### config.mk
export PLATFORM = sky130hd
export DESIGN_NAME = vend_credit_ctrl
export DESIGN_NICKNAME = d
export VERILOG_FILES = /design/src/rtl/vend_credit_ctrl.sv
export SDC_FILE = /design/constraint.sdc
export NUM_CORES = 1
export LEC_CHECK = 0
export ABC_AREA = 1
export CELL_PAD_IN_SITES_DETAIL_PLACEMENT = 0
export CELL_PAD_IN_SITES_GLOBAL_PLACEMENT = 1
export CORE_MARGIN = 3
export CORE_UTILIZATION = 36
export DETAILED_ROUTE_END_ITERATION = 8
export GPL_ROUTABILITY_DRIVEN = 0
export PLACE_DENSITY_LB_ADDON = 0.1
export SYNTH_ARGS = -nofsm -noshare
export SYNTH_HDL_FRONTEND = slang
export SYNTH_SLANG_ARGS = --single-unit
### constraint.sdc
create_clock -name clk -period 2.3 [get_ports clk]
set_clock_uncertainty 0.05 [all_clocks]
set_input_delay 0.23 -clock clk [delete_from_list [all_inputs] [get_ports clk]]
set_output_delay 0.23 -clock clk [all_outputs]
set_load 0.02 [all_outputs]
### src/rtl/vend_credit_ctrl.sv
// Credit-accumulating vending controller: accepts coins, issues a dispense strobe, returns change in
// UNIT-sized pulses. Define VEND_TIMEOUT_EN to enable the idle auto-refund in ACCUM.
module vend_credit_ctrl #(
   parameter int unsigned PRICE   = 30,
   parameter int unsigned UNIT    = 5,
   parameter int unsigned COIN_A  = 5,
   parameter int unsigned COIN_B  = 10,
   parameter int unsigned COIN_C  = 25,
   parameter int unsigned CW      = 6,
   parameter int unsigned TIMEOUT = 64
) (
   input  logic          clk,
   input  logic          rst_n,
   input  logic          i_coin_valid,
   input  logic [1:0]    i_coin_sel,
   output logic          o_dispense,
   output logic          o_change_pulse,
   output logic          o_coin_reject,
   output logic          o_busy,
   output logic [CW-1:0] o_credit
);

   localparam int unsigned MaxCoin = (COIN_A > COIN_B) ? ((COIN_A > COIN_C) ? COIN_A : COIN_C)
                                                       : ((COIN_B > COIN_C) ? COIN_B : COIN_C);

   if (UNIT == 0 || PRICE == 0 || TIMEOUT < 2 || (PRICE % UNIT) != 0 || (COIN_A % UNIT) != 0 ||
       (COIN_B % UNIT) != 0 || (COIN_C % UNIT) != 0) begin : g_bad_values
      $error("vend_credit_ctrl: PRICE/coins must be non-zero multiples of UNIT, TIMEOUT >= 2");
   end
   if ((1 << CW) <= (PRICE - UNIT + MaxCoin)) begin : g_bad_width
      $error("vend_credit_ctrl: CW too small for PRICE - UNIT + largest coin");
   end

   localparam logic [CW:0]   PriceW = (CW+1)'(PRICE);
   localparam logic [CW:0]   CoinAW = (CW+1)'(COIN_A);
   localparam logic [CW:0]   CoinBW = (CW+1)'(COIN_B);
   localparam logic [CW:0]   CoinCW = (CW+1)'(COIN_C);
   localparam logic [CW-1:0] PriceN = CW'(PRICE);
   localparam logic [CW-1:0] UnitN  = CW'(UNIT);

   typedef enum logic [1:0] {StIdle, StAccum, StVend, StReturn} state_e;

   state_e        r_state;
   state_e        w_state_nxt;
   logic [CW-1:0] r_credit;
   logic [CW-1:0] w_credit_nxt;
   logic          r_dispense;
   logic          r_change_pulse;
   logic          r_coin_reject;
   logic          r_busy;

   logic          w_coin;
   logic          w_cancel;
   logic [CW:0]   w_coin_val;
   logic [CW:0]   w_sum;
   logic [CW-1:0] w_excess;

`ifdef VEND_TIMEOUT_EN
   localparam int unsigned TW = $clog2(TIMEOUT);
   logic [TW-1:0] r_idle_cnt;
   logic [TW-1:0] w_idle_cnt_nxt;
`endif

   assign w_coin   = i_coin_valid && (i_coin_sel != 2'b00);
   assign w_cancel = i_coin_valid && (i_coin_sel == 2'b00);

   always_comb begin
      w_coin_val = '0;
      case (i_coin_sel)
         2'b01:   w_coin_val = CoinAW;
         2'b10:   w_coin_val = CoinBW;
         2'b11:   w_coin_val = CoinCW;
         default: w_coin_val = '0;
      endcase
   end

   // Compare in CW+1 bits; the excess always fits in CW bits, so the low-bit subtract is exact.
   assign w_sum    = {1'b0, r_credit} + w_coin_val;
   assign w_excess = w_sum[CW-1:0] - PriceN;

   always_comb begin
      w_state_nxt  = r_state;
      w_credit_nxt = r_credit;
`ifdef VEND_TIMEOUT_EN
      w_idle_cnt_nxt = r_idle_cnt;
`endif
      unique case (r_state)
         StIdle, StAccum: begin
            if (w_coin) begin
`ifdef VEND_TIMEOUT_EN
               w_idle_cnt_nxt = '0;
`endif
               if (w_sum >= PriceW) begin
                  w_credit_nxt = w_excess;
                  w_state_nxt  = StVend;
               end else begin
                  w_credit_nxt = w_sum[CW-1:0];
                  w_state_nxt  = StAccum;
               end
            end else if (w_cancel && r_state == StAccum) begin
               w_state_nxt = StReturn;
            end
`ifdef VEND_TIMEOUT_EN
            else if (r_state == StAccum) begin
               if (r_idle_cnt == TW'(TIMEOUT - 1)) begin
                  w_state_nxt = StReturn;
               end else begin
                  w_idle_cnt_nxt = r_idle_cnt + 1'b1;
               end
            end
`endif
         end
         StVend: begin
            w_state_nxt = (r_credit == '0) ? StIdle : StReturn;
         end
         StReturn: begin
            w_credit_nxt = r_credit - UnitN;
            if (r_credit == UnitN) begin
               w_state_nxt = StIdle;
            end
         end
         default: begin
            w_state_nxt  = StIdle;
            w_credit_nxt = '0;
         end
      endcase
   end

   // Outputs are registered from the next state so they line up with r_state.
   always_ff @(posedge clk or negedge rst_n) begin
      if (!rst_n) begin
         r_state        <= StIdle;
         r_credit       <= '0;
         r_dispense     <= 1'b0;
         r_change_pulse <= 1'b0;
         r_coin_reject  <= 1'b0;
         r_busy         <= 1'b0;
`ifdef VEND_TIMEOUT_EN
         r_idle_cnt     <= '0;
`endif
      end else begin
         r_state        <= w_state_nxt;
         r_credit       <= w_credit_nxt;
         r_dispense     <= (w_state_nxt == StVend);
         r_change_pulse <= (w_state_nxt == StReturn);
         r_busy         <= (w_state_nxt == StVend) || (w_state_nxt == StReturn);
         r_coin_reject  <= w_coin && ((r_state == StVend) || (r_state == StReturn));
`ifdef VEND_TIMEOUT_EN
         r_idle_cnt     <= w_idle_cnt_nxt;
`endif
      end
   end

   assign o_dispense     = r_dispense;
   assign o_change_pulse = r_change_pulse;
   assign o_coin_reject  = r_coin_reject;
   assign o_busy         = r_busy;
   assign o_credit       = r_credit;

endmodule

==> results.md <==
* Status: complete, no violations
* Via density at 4.778
* Initial Util at 0.3833
* # clock sinks at 11
* RSZ-0062 raised after global routing: true
* CP max FO at 5
* Average wire per standard cell at 12.99 um
* EDFF count, synth at 0
* Most common cell after layout, fill and taps aside: nand2_1
* Avg Cell Area, Syn at 7.239 sq um
* # DRC at 0
* Post-DRT Antenna Nets at 0
* Worst skew pair latency at 0.27 ns
* Register-to-register path setup slack at 0.06 ns
* Commonest non-fill, non-tap cells in the layout: nand2_1 (32), inv_1 (25), buf_4 (16)
* DRT iter0 DRCs at 42
* Vias in the first global route at 1139
* Port Buffers at 14
* Critical Path End Type: flip-flop
* Achievable Freq at 445.9 MHz
* Setup bufs post-CTS at 0
* Cell area after synthesis at 1180 sq um
* Gr usage total at 0.1583
* Register Area at 276.5 sq um
* # fillers at 308
* Final setup vio count at 0
* Worst VDD drop at 677.8 uV
* Post-synthesis sequential area ratio at 0.2333
* Crit path arrival time at 2.39 ns
* Pre-antenna DRT Iters at 4
* Worst Hold Slack at 0.2532 ns
* Pin count of the biggest net entering global routing at 12
* #FFs+latches synth at 11
* Worst-margin pin slew at 0.5473 ns
* Main flop type after synthesis: dfrtp_1
* TritonCTS Buffers at 3
* # diodes at 0
* Hold Fails Final Rpt at 0
* Final wirelength at 3.105 mm
* Crit path time final at 2.243 ns
* Finished Layout Cells at 239
* Cell taking the most area after synthesis: dfrtp_1
* Crit share post-route at 0.9751
* Initial antenna violation count at 0
* CP Data Required Time at 2.45 ns
* I/O pins at 15
* Hold Path Class: input port to async pin
* Final Max Tran Viols at 0
* Hold-fix buffers, CTS at 0
* Via count at 1142
* Global-route wire length before repair at 5.078 mm
* Layout area overhead at 37.54%
* Async set-reset flop share out of synthesis at 1.000
* Final Cell Area at 1623 sq um
* Area of the multi-input gates at 900.9 sq um
* Synth top area share at 0.2333
* Row cnt at 20
* CORE AREA at 3078 sq um
* LEAKAGE at 0.8006 nW
* Largest cells by area after synthesis: dfrtp_1 (23%), nand2_1 (11%), ha_1 (9.5%)
* Die H at 63.25 um
* CTS tree: yes
* Reg clk slew, reported paths at 0.08 ns
* # Max-Cap Violations at 0
* Remaining global-route overflow at 0
* H-tree level count at 1
* Max clock buf depth at 2
* Total power at 0.002660 W
* Mapped Cells at 163
* Layout cell share with drive strength beyond 1 at 0.3179
* Synth cell types at 32
* Die W at 63.25 um
* Yosys warnings at 0
* Net count, final at 211
* Pwr Density at 1639 nW/um^2
* CTS root buf: clkbuf_4
* Crit path launch type: flip-flop
* Net Count, Synth at 178
* CP Class: flip-flop to flip-flop
* Placed inst area at 1485 sq um
* Placed cells at 235
* Slew headroom at 0.6320
* Die area at 4001 sq um
* Final HPWL DP at 2.438 mm
[cell type report]
| class | count | area share |
|---|---|---|
| inverters | 27 | 0.06245 |
| multi-input cells | 123 | 0.5551 |
| well taps | 44 | 0.03392 |
| repair buffers | 30 | 0.1611 |
| clock inverters | 1 | 0.003084 |
| clock buffers | 3 | 0.01388 |
| flip-flops and latches | 11 | 0.1704 |
[final timing paths]
kind | startpoint | end | cells after the start
max in group asynchronous | rst_n | o_credit[0] | 1
min in group clk | o_credit[5] | o_credit[5] | 2
worst min-delay path | rst_n | o_change_pulse | 1
worst min register to register | o_credit[5] | o_credit[5] | 2
worst max register to register | o_credit[0] | o_credit[4] | 13
worst max-delay path | o_credit[0] | o_credit[4] | 13
[Yosys cell counts (2+ instances only)]
library cell  count
a21oi_1           8
a21oi_2           2
dfrtp_1          11
ha_1              9
inv_1            26
nand2_1          36
nand2_2          10
nand2_4           2
nand3_1          14
nand3_4           3
nand4_1           2
nor2_1           10
o21ai_0           9
xor2_1            3
[kinds of logic after synthesis]
logic type | after synthesis | share of synthesized area
AOI/OAI and AO/OA | 24 | 0.1198
xor gates and xnor gates | 5 | 0.04349
adders and majority gates | 10 | 0.1124
buffers and inverters | 29 | 0.09543
DFF | 11 | 0.2333
and+or+nand+nor | 84 | 0.3956
[stage by stage]
step | worst slack [ns] | setup TNS [ns] | utilization
after floorplan | 0.02244 | 0 | -
after global placement | -0.3382 | -2.592 | 0.4825
after detailed placement | -0.3644 | -2.972 | 0.4825
after CTS | 0.04373 | 0 | 0.4943
after global routing | -0.05765 | -0.2012 | 0.5272
final | 0.05717 | 0 | 0.5272
[state kept, by name (all words and copies together), names as in the netlist]
signal	count
o_busy	1
o_change_pulse	1
o_coin_reject	1
o_credit	6
o_dispense	1
r_state	1
[worst max-delay path, stage by stage, from the launching register on]
cell     delay [ns]
dfrtp_2        0.44
ha_4           0.18
fa_2           0.44
nand3_2        0.11
nand3_2        0.10
nand2_2        0.08
nand2_2        0.07
nand3_4        0.13
nand2_4        0.08
nor2_8         0.15
nand3_2        0.07
nand2_1        0.06
nand2_1        0.06
a21oi_2        0.14
[repair_timing]
item,CTS,global route
gates resized for setup,4,19
endpoints found under the setup margin,9,9
pin swaps,0,11
[layer usage]
layer | share of wire | up-vias | global-route usage
met5 | 0 | - | 0
met4 | 0.020 | 0 | 0.05121
met3 | 0.036 | 8 | 0.01604
met2 | 0.51 | 15 | 0.2727
met1 | 0.44 | 535 | 0.2068
li1 | - | 584 | -
[where the power goes]
part           switching [W]  internal, W
combinational        0.00122     0.000931
clock              0.0000700    0.0000644
sequential         0.0000943     0.000282
total                0.00138      0.00128
Power figures use the tool's default switching activity.
